## src/rtl/alu_pkg.sv

```systemverilog
// Shared definitions for the bit-serial ALU: operation codes, FSM states
// and the default datapath width.
package alu_pkg;

   localparam int unsigned ALU_WIDTH = 32;

   localparam logic [2:0] OP_AND = 3'b000;
   localparam logic [2:0] OP_OR  = 3'b001;
   localparam logic [2:0] OP_ADD = 3'b010;
   localparam logic [2:0] OP_SUB = 3'b110;
   localparam logic [2:0] OP_SLT = 3'b111;

   typedef enum logic [1:0] {
      ST_IDLE,
      ST_RUN,
      ST_FIN
   } state_t;

endpackage

```

## src/rtl/alu_1bit.sv

```systemverilog
// One-bit ALU slice: AND, OR, or full-adder sum with B inverted when op[2] is set.
module alu_1bit
   import alu_pkg::*;
(
   input  logic       a_i,
   input  logic       b_i,
   input  logic       cin_i,
   input  logic [2:0] op_i,
   output logic       res_o,
   output logic       cout_o
);

   logic b_eff;

   always_comb begin
      b_eff  = b_i ^ op_i[2];
      cout_o = (a_i & b_eff) | (a_i & cin_i) | (b_eff & cin_i);
      case (op_i)
         OP_AND:  res_o = a_i & b_i;
         OP_OR:   res_o = a_i | b_i;
         default: res_o = a_i ^ b_eff ^ cin_i;
      endcase
   end

endmodule

```

## src/rtl/serial_alu32.sv

```systemverilog
// Bit-serial ALU: one shared alu_1bit slice processes the operands LSB first,
// one bit per clock, followed by a single-cycle done/FIN state.
module serial_alu32
   import alu_pkg::*;
#(
   parameter int unsigned WIDTH = ALU_WIDTH
) (
   input  logic             clk,
   input  logic             rst,
   input  logic             start,
   input  logic [WIDTH-1:0] a,
   input  logic [WIDTH-1:0] b,
   input  logic [2:0]       op,
   output logic             busy,
   output logic             done,
   output logic [WIDTH-1:0] result,
   output logic             zero,
   output logic             overflow
);

   localparam int unsigned CW = (WIDTH > 1) ? $clog2(WIDTH) : 1;
   localparam logic [CW-1:0] LAST = CW'(WIDTH - 1);

   state_t           state_q, state_d;
   logic [CW-1:0]    cnt_q, cnt_d;
   logic [WIDTH-1:0] a_q, a_d, b_q, b_d, res_q, res_d;
   logic [2:0]       op_q, op_d;
   logic             carry_q, carry_d;
   logic             zero_q, zero_d, ovf_q, ovf_d;

   logic             slice_res, slice_cout, msb_ovf;

   alu_1bit u_slice (
      .a_i    (a_q[cnt_q]),
      .b_i    (b_q[cnt_q]),
      .cin_i  (carry_q),
      .op_i   (op_q),
      .res_o  (slice_res),
      .cout_o (slice_cout)
   );

   always_ff @(posedge clk or posedge rst) begin
      if (rst) begin
         state_q <= ST_IDLE;
         cnt_q   <= '0;
         a_q     <= '0;
         b_q     <= '0;
         op_q    <= '0;
         carry_q <= 1'b0;
         res_q   <= '0;
         zero_q  <= 1'b0;
         ovf_q   <= 1'b0;
      end else begin
         state_q <= state_d;
         cnt_q   <= cnt_d;
         a_q     <= a_d;
         b_q     <= b_d;
         op_q    <= op_d;
         carry_q <= carry_d;
         res_q   <= res_d;
         zero_q  <= zero_d;
         ovf_q   <= ovf_d;
      end
   end

   always_comb begin
      state_d = state_q;
      cnt_d   = cnt_q;
      a_d     = a_q;
      b_d     = b_q;
      op_d    = op_q;
      carry_d = carry_q;
      res_d   = res_q;
      zero_d  = zero_q;
      ovf_d   = ovf_q;
      msb_ovf = carry_q ^ slice_cout;

      case (state_q)
         ST_IDLE: begin
            if (start) begin
               a_d     = a;
               b_d     = b;
               op_d    = op;
               cnt_d   = '0;
               carry_d = op[2];
               state_d = ST_RUN;
            end
         end
         ST_RUN: begin
            res_d[cnt_q] = slice_res;
            carry_d      = slice_cout;
            cnt_d        = cnt_q + 1'b1;
            if (cnt_q == LAST) begin
               // Final result and flags are captured on the edge into FIN so
               // they are already stable while done is high.
               cnt_d   = '0;
               state_d = ST_FIN;
               if (op_q == OP_SLT) begin
                  res_d    = '0;
                  res_d[0] = slice_res ^ msb_ovf;
               end
               ovf_d   = (op_q == OP_ADD || op_q == OP_SUB) ? msb_ovf : 1'b0;
               zero_d  = (res_d == '0);
            end
         end
         ST_FIN: state_d = ST_IDLE;
         default: state_d = ST_IDLE;
      endcase
   end

   assign busy     = (state_q != ST_IDLE);
   assign done     = (state_q == ST_FIN);
   assign result   = res_q;
   assign zero     = zero_q;
   assign overflow = ovf_q;

endmodule

```

## config.mk

```make
export PLATFORM = sky130hd
export DESIGN_NAME = serial_alu32
export DESIGN_NICKNAME = d
export VERILOG_FILES = /design/src/rtl/alu_pkg.sv /design/src/rtl/alu_1bit.sv /design/src/rtl/serial_alu32.sv
export SDC_FILE = /design/constraint.sdc
export NUM_CORES = 1
export LEC_CHECK = 0
export BUFFER_PORTS_ARGS = -buffer_cell sky130_fd_sc_hd__buf_2
export CAP_MARGIN = 40
export CORE_MARGIN = 3
export CORE_UTILIZATION = 50
export DETAILED_ROUTE_END_ITERATION = 10
export PLACE_DENSITY = 0.79
export SLEW_MARGIN = 0
export SYNTH_ARGS = -nofsm -noshare
export SYNTH_HDL_FRONTEND = slang
export SYNTH_SLANG_ARGS = --single-unit
```

## constraint.sdc

```tcl
create_clock -name clk -period 4.4 [get_ports clk]
set_clock_uncertainty 0.1 [all_clocks]
set_input_delay 0.88 -clock clk [delete_from_list [all_inputs] [get_ports clk]]
set_output_delay 0.88 -clock clk [all_outputs]
set_load 0.03 [all_outputs]
```

==> results of run 1 <==
==> layout by cell type, fill, tap and decap left out, drive strengths merged, types with 5 or more instances in the layout <==
cell type | synthesis | layout
nor2 | 9 | 9
o22ai | 14 | 14
o21ai | 68 | 68
clkbuf | 24 | 11
mux2i | 24 | 24
o31ai | 6 | 6
a22oi | 12 | 12
ha | 5 | 5
inv | 13 | 15
mux2 | 67 | 67
nand2 | 47 | 47
nor3 | 6 | 6
buf | 18 | 116
o211ai | 5 | 5
a21oi | 37 | 37
dfrtp | 109 | 109
==> area by class of cell <==
cell class	instances	area (sq um)	share of cell area, %
multi-input combinational	364	2758	41.46
sequential	109	2728	41.01
timing repair buffer	116	673.1	10.12
clock buffer	11	232.7	3.499
tap	140	175.2	2.634
inverter	13	51.30	0.7713
clock inverter	4	33.78	0.5079
==> flip-flops by register name, summed over array words and instances, names as in the netlist, 2 cells and up <==
register  count
state_q       2
cnt_q         5
a_q          32
op_q          3
result       32
b_q          32
==> stage by stage <==
step	instances	worst slack (ps)	total power [mW]
3_5_place_dp	742	718.3	4.838
6_report	757	692.3	5.620
3_3_place_gp	740	917.8	4.644
5_1_grt	757	425.4	6.017
4_1_cts	757	692.7	5.614
2_1_floorplan	528	546.1	4.211
==> critical path: cells and delay by family (launching register included) <==
family / cells / cell delay, ps
mux: 1 / 630
fa+ha+maj: 1 / 480
compound gates: 5 / 1010
simple gates: 1 / 110
buf+inv: 1 / 320
flops: 1 / 750
xor+xnor: 1 / 210
==> kinds of logic (layout without fill, tap and decap cells) <==
family / after synthesis / after routing / share of synthesized area (%)
adders and majority gates: 7 / 7 / 1.623
AOI/OAI and AO/OA: 160 / 160 / 17.27
DFF: 109 / 109 / 47.19
buffers and inverters: 55 / 144 / 5.238
and+or+nand+nor: 98 / 98 / 9.178
xor gates and xnor gates: 4 / 4 / 0.6062
muxes: 95 / 95 / 18.90
==> path summary, 6_finish.rpt <==
kind,endpoint,slack (ps),depth (start not counted)
max in group asynchronous,b_q[0],2830,3
min in group asynchronous,result[13],530,2
worst max register to register,result[14],690,10
worst min register to register,overflow,390,2
worst min-delay path,overflow,390,2
worst max-delay path,result[14],690,10
==> metal layers <==
metal	vias to the layer above	track usage, %
met1	2322	31.00
met4	0	7.131
met5	-	0
met2	237	38.16
li1	2105	-
met3	29	5.358
==> power breakdown <==
part | switching [mW] | total [mW] | internal (mW)
logic | 1.75 | 3.01 | 1.26
clock network | 0.379 | 0.766 | 0.387
registers | 0.394 | 1.85 | 1.45
total | 2.52 | 5.62 | 3.10
==> metrics, run 1 <==
Setup Buffers After CTS 0; first-pass GRT wire length 23.98 mm; total track usage 23.30%; YS warnings 0; Worst Max-Slew Pin Slew 776.4 ps; antenna cells 0; Synth Flop Type dfrtp_1; DR top layer met4; Post-Route M1 WL 5.971 mm; routed vias/inst 6.199; Fillers 910; gpl congestion 0.9082; Die Wd 113.5 microns; crit end category register; Clock Latency Late Sink 360 ps; most used cell, CP o21ai_0; Pre-Repair DR Iteration Count 6; Starting Density 52.18%; Iteration-0 DRC Markers 440; clock root cell clkbuf_16; Final HPWL DP 10.37 mm; Final nets 689; largest net degree at the start of global routing 53; outcome complete, no violations; met2 WL 7.072 mm; area delta synth->final 15.06%; RSZ-0062 raised after global routing false; Max Fclk 269.7 MHz; normalized max-slew margin 48.24%; final WL 14.44 mm; port bufs 105; min-delay worst type register to register; Mapped Nets 604; die area 12890 sq um; Seq/Total Area, Yosys 47.19%; WL met3 1.067 mm; final design utilization 60.04%; top-level I/O count 106; Hold Crit Start overflow; Max Slew Vio Count 0; crit path kind register to register; # DRC 0; final instance area 6651 sq um; PostCTS Resize Cnt 0; Mapped Cells 528; fin crit share 84.27%; Detail Route Antenna Nets 0; CTS Buf Count 9; layout cell share with drive strength beyond 1 35.66%; cell taking the most area after synthesis dfrtp_1; Synth cell types 60; final-report setup violation count 0; top-area cell type share of the netlist area 47.19%; crit path time final 3708 ps; PwrDens 845.0 nW/um^2; Final TNS setup 0 ps; CP required 4570 ps; initial antenna violation count 0; GR Overflow Total 0; mapped cell area 5781 sq um; top cells by count, synth 109 x dfrtp_1, 67 x mux2_2, 60 x o21ai_0, 47 x nand2_1, 37 x a21oi_1; Worst Path Max Fanout 16; Worst VDD drop 0.4982 mV; number of global-route vias before repair 4680; clock-pin transition on the worst setup and hold timing paths 70 ps; Die H 113.5 microns; Leak 2.985 nW; hold_buf cts 0; most frequent cell after synthesis dfrtp_1; WL per Instance 19.07 microns; H-tree Lvls 3; Seq cells post-synth 109; startpoint types register; row count 38; Sink Count 109; Core Footprint 11080 sq um; slowest CP cell dfrtp_1; Reg2Reg Launch Point cnt_q[1]; WHS 389.3 ps; CTS tree yes; crit-path max cell delay 750 ps; worst path arrival time 3870 ps; Async S/R FF share, synth 100.0%; Longest Clk Path Bufs 2; Max Cap Viol 0; Mean Syn Cell Area 10.95 sq um; CP startpoint cnt_q[1]; crit-path cells mux4_1 -> a2bb2oi_1 -> nand2_1 -> o211ai_2 -> xnor2_1 -> fa_1 -> o21ai_0 -> o311ai_4 -> buf_4 -> o21ai_0; Synth area leaders dfrtp_1 47%, mux2_2 13%, o21ai_0 5.2%; post-place instance area 6385 sq um; Hold Vio Cnt, Final 0; routed via count 4693; Post-synth EDFFs 0
Note: power is estimated with default switching activity, not from simulation.
==> run 2, diff against run 1 <==
--- a/config.mk
+++ b/config.mk
@@ -5,6 +5,7 @@
 export SDC_FILE = /design/constraint.sdc
 export NUM_CORES = 1
 export LEC_CHECK = 0
+export ABC_AREA = 1
 export BUFFER_PORTS_ARGS = -buffer_cell sky130_fd_sc_hd__buf_2
 export CAP_MARGIN = 40
 export CORE_MARGIN = 3
==> constraint.sdc (replaced) <==
create_clock -name clk -period 3.5 [get_ports clk]
set_clock_uncertainty 0.1 [all_clocks]
set_input_delay 0.7 -clock clk [delete_from_list [all_inputs] [get_ports clk]]
set_output_delay 0.7 -clock clk [all_outputs]
set_load 0.03 [all_outputs]
==> metrics, run 2 <==
YS warnings 0; top-area cell type share of the netlist area 45.77%; Sink Count 109; Synth area leaders dfrtp_1 46%, nand2_1 18%, o21ai_0 8.5%; area delta synth->final 15.66%; most frequent cell after synthesis nand2_1; Synth Flop Type dfrtp_1; number of global-route vias before repair 5285; adder-cell area share of the yosys netlist 1.386%; post-place instance area 6583 sq um; Seq cells post-synth 109; Die H 115.2 microns; Mapped Cells 842; row count 39; CTS Buf Count 9; leading cell type in the layout, fill and taps excluded nand2_1; Clock Latency Late Sink 350 ps; Fillers 1075; GR Overflow Total 0; top-level I/O count 106; cell taking the most area after synthesis dfrtp_1; Worst VDD drop 0.4717 mV; PwrDens 1061 nW/um^2; CTS tree yes; initial antenna violation count 0; WL per Instance 13.61 microns; first-pass GRT wire length 24.27 mm; fin crit share 92.00%; startpoint types register; final-report setup violation count 0; Max Slew Vio Count 0; normalized max-slew margin 59.51%; clock root cell clkbuf_16; RSZ-0062 raised after global routing false; Final TNS setup 0 ps; Simple-Gate Fraction of Synth Area 28.64%; Mean Syn Cell Area 7.078 sq um; top cells by count, synth 284 x nand2_1, 120 x inv_1, 109 x dfrtp_1, 101 x o21ai_0, 72 x nor2_1; crit path kind register to register; Post-synth EDFFs 0; Leak 3.553 nW; outcome complete, no violations; commonest non-fill, non-tap cells in the layout 283 x nand2_1, 118 x inv_1, 109 x dfrtp_1, 105 x buf_2, 100 x o21ai_0; CP required 3640 ps; gpl congestion 0.8500; routed via count 5597; min-delay worst type input port to async pin; worst path arrival time 3360 ps; Post-Synth XOR/XNOR Area 0.4409%; Starting Density 51.75%; Mapped Nets 918; final WL 14.68 mm; Die Wd 115.2 microns; Synth cell types 26; Async S/R FF share, synth 100.0%; crit path time final 3220 ps; Worst Path Max Fanout 16; clock-pin transition on the worst setup and hold timing paths 70 ps; mapped cell area 5959 sq um; port bufs 105; Final nets 1007; fraction of synthesized area in multiplexers 0%; die area 13270 sq um; final instance area 6893 sq um; total track usage 22.58%; Longest Clk Path Bufs 2; Detail Route Antenna Nets 0; H-tree Lvls 3; routed vias/inst 5.192; crit end category register; Hold Vio Cnt, Final 0; Iteration-0 DRC Markers 458; antenna cells 0; Final HPWL DP 10.26 mm; Pre-Repair DR Iteration Count 7; Max Fclk 310.6 MHz; main combinational cell family by area after synthesis simple AND/OR/NAND/NOR gates; Core Footprint 11520 sq um; Compound-Gate Fraction of Synth Area 12.28%; layout cell share with drive strength beyond 1 15.40%; Seq/Total Area, Yosys 45.77%; R2R depth 19; largest net degree at the start of global routing 110; Max Cap Viol 0; # DRC 0; Worst Max-Slew Pin Slew 607.3 ps
==> run 2: changes by cell type after synthesis, sizes merged, moves of 6 or more <==
cell	before	now
nand2	47	287
inv	13	122
mux2	67	0
nor2	9	74
nand3	2	62
a21oi	37	0
o21ai	68	101
mux2i	24	0
o22ai	14	31
a22oi	12	0
o31ai	6	0
==> run 2: metrics by stage <==
| step | power, mW | std cells | hold slack (ps) | utilization, % | worst slack, ps |
|---|---|---|---|---|---|
| floorplan | 5.317 | 842 | 349.8 | - | 717.6 |
| global placement | 5.997 | 1059 | 365.7 | 56.79 | 287.0 |
| detailed placement | 6.090 | 1061 | 370.1 | 57.16 | 259.1 |
| CTS | 7.066 | 1076 | 389.3 | 59.53 | 230.2 |
| global route | 7.969 | 1078 | 414.2 | 59.85 | 24.18 |
| finish | 7.310 | 1078 | 374.4 | 59.85 | 279.9 |
==> run 2: cell type report <==
class                      count  area, sq um  share of cell area [%]
sequential                   109         2728                   39.57
multi-input combinational    573         2589                   37.56
timing repair buffer         115        653.1                   9.475
inverter                     123        471.7                   6.843
clock buffer                   9        225.2                   3.267
tap                          143        178.9                   2.596
clock inverter                 6        47.55                  0.6898
==> run 2: worst paths after layout <==
check                          from          to  slack (ps)
max                        cnt_q[4]        zero         280
min                             rst     b_q[31]         370
max reg2reg                cnt_q[4]        zero         280
min reg2reg                  b_q[6]      b_q[6]         390
max in group asynchronous       rst  result[13]        2420
min in group clk             b_q[6]      b_q[6]         390
==> run 2: logic make-up after synthesis <==
logic type               Yosys count
AO/OA/AOI/OAI                    136
XOR/XNOR                           3
adder cells (fa/ha/maj)            6
buffers and inverters            162
flip-flops                       109
AND/OR/NAND/NOR                  426
==> run 2: layer usage <==
layer  GRT usage [%]  vias up  wire length (microns)
li1                -     2816                      -
met5               0        -                      0
met4           6.886        0                    261
met3           3.526       25                    840
met2           35.73      175                   6690
met1           32.22     2581                   6883
==> run 2: timing repair <==
| item | in CTS | in global routing |
|---|---|---|
| hold buffers | 0 | 0 |
| setup endpoints to repair | 0 | 1 |
| buffers inserted | 0 | 0 |
| resized for setup | 0 | 3 |
==> run 2: report_power, final <==
| group | total, mW | internal, mW | switching [mW] | leakage (nW) |
|---|---|---|---|---|
| Combinational | 4.28 | 1.29 | 2.98 | 2.06 |
| Sequential | 2.08 | 1.85 | 0.232 | 1.36 |
| Clock | 0.954 | 0.487 | 0.467 | 0.138 |
| Total | 7.31 | 3.63 | 3.68 | 3.55 |
==> run 2: critical path, cell delays in order, from the launching register on <==
cell and delay, ps:
dfrtp_1 420, inv_1 120, nand2_1 130, nor2_1 360, nand2_1 100, nand2_1 80
nor2_1 50, nand2_2 90, xor2_1 190, fa_1 460, nand2_2 200, nand3_4 230
nand2_1 150, nand3_1 100, nand3_1 100, nor2_1 40, nand2_1 60, nor2_1 40
nand3_1 60, nand2_1 50
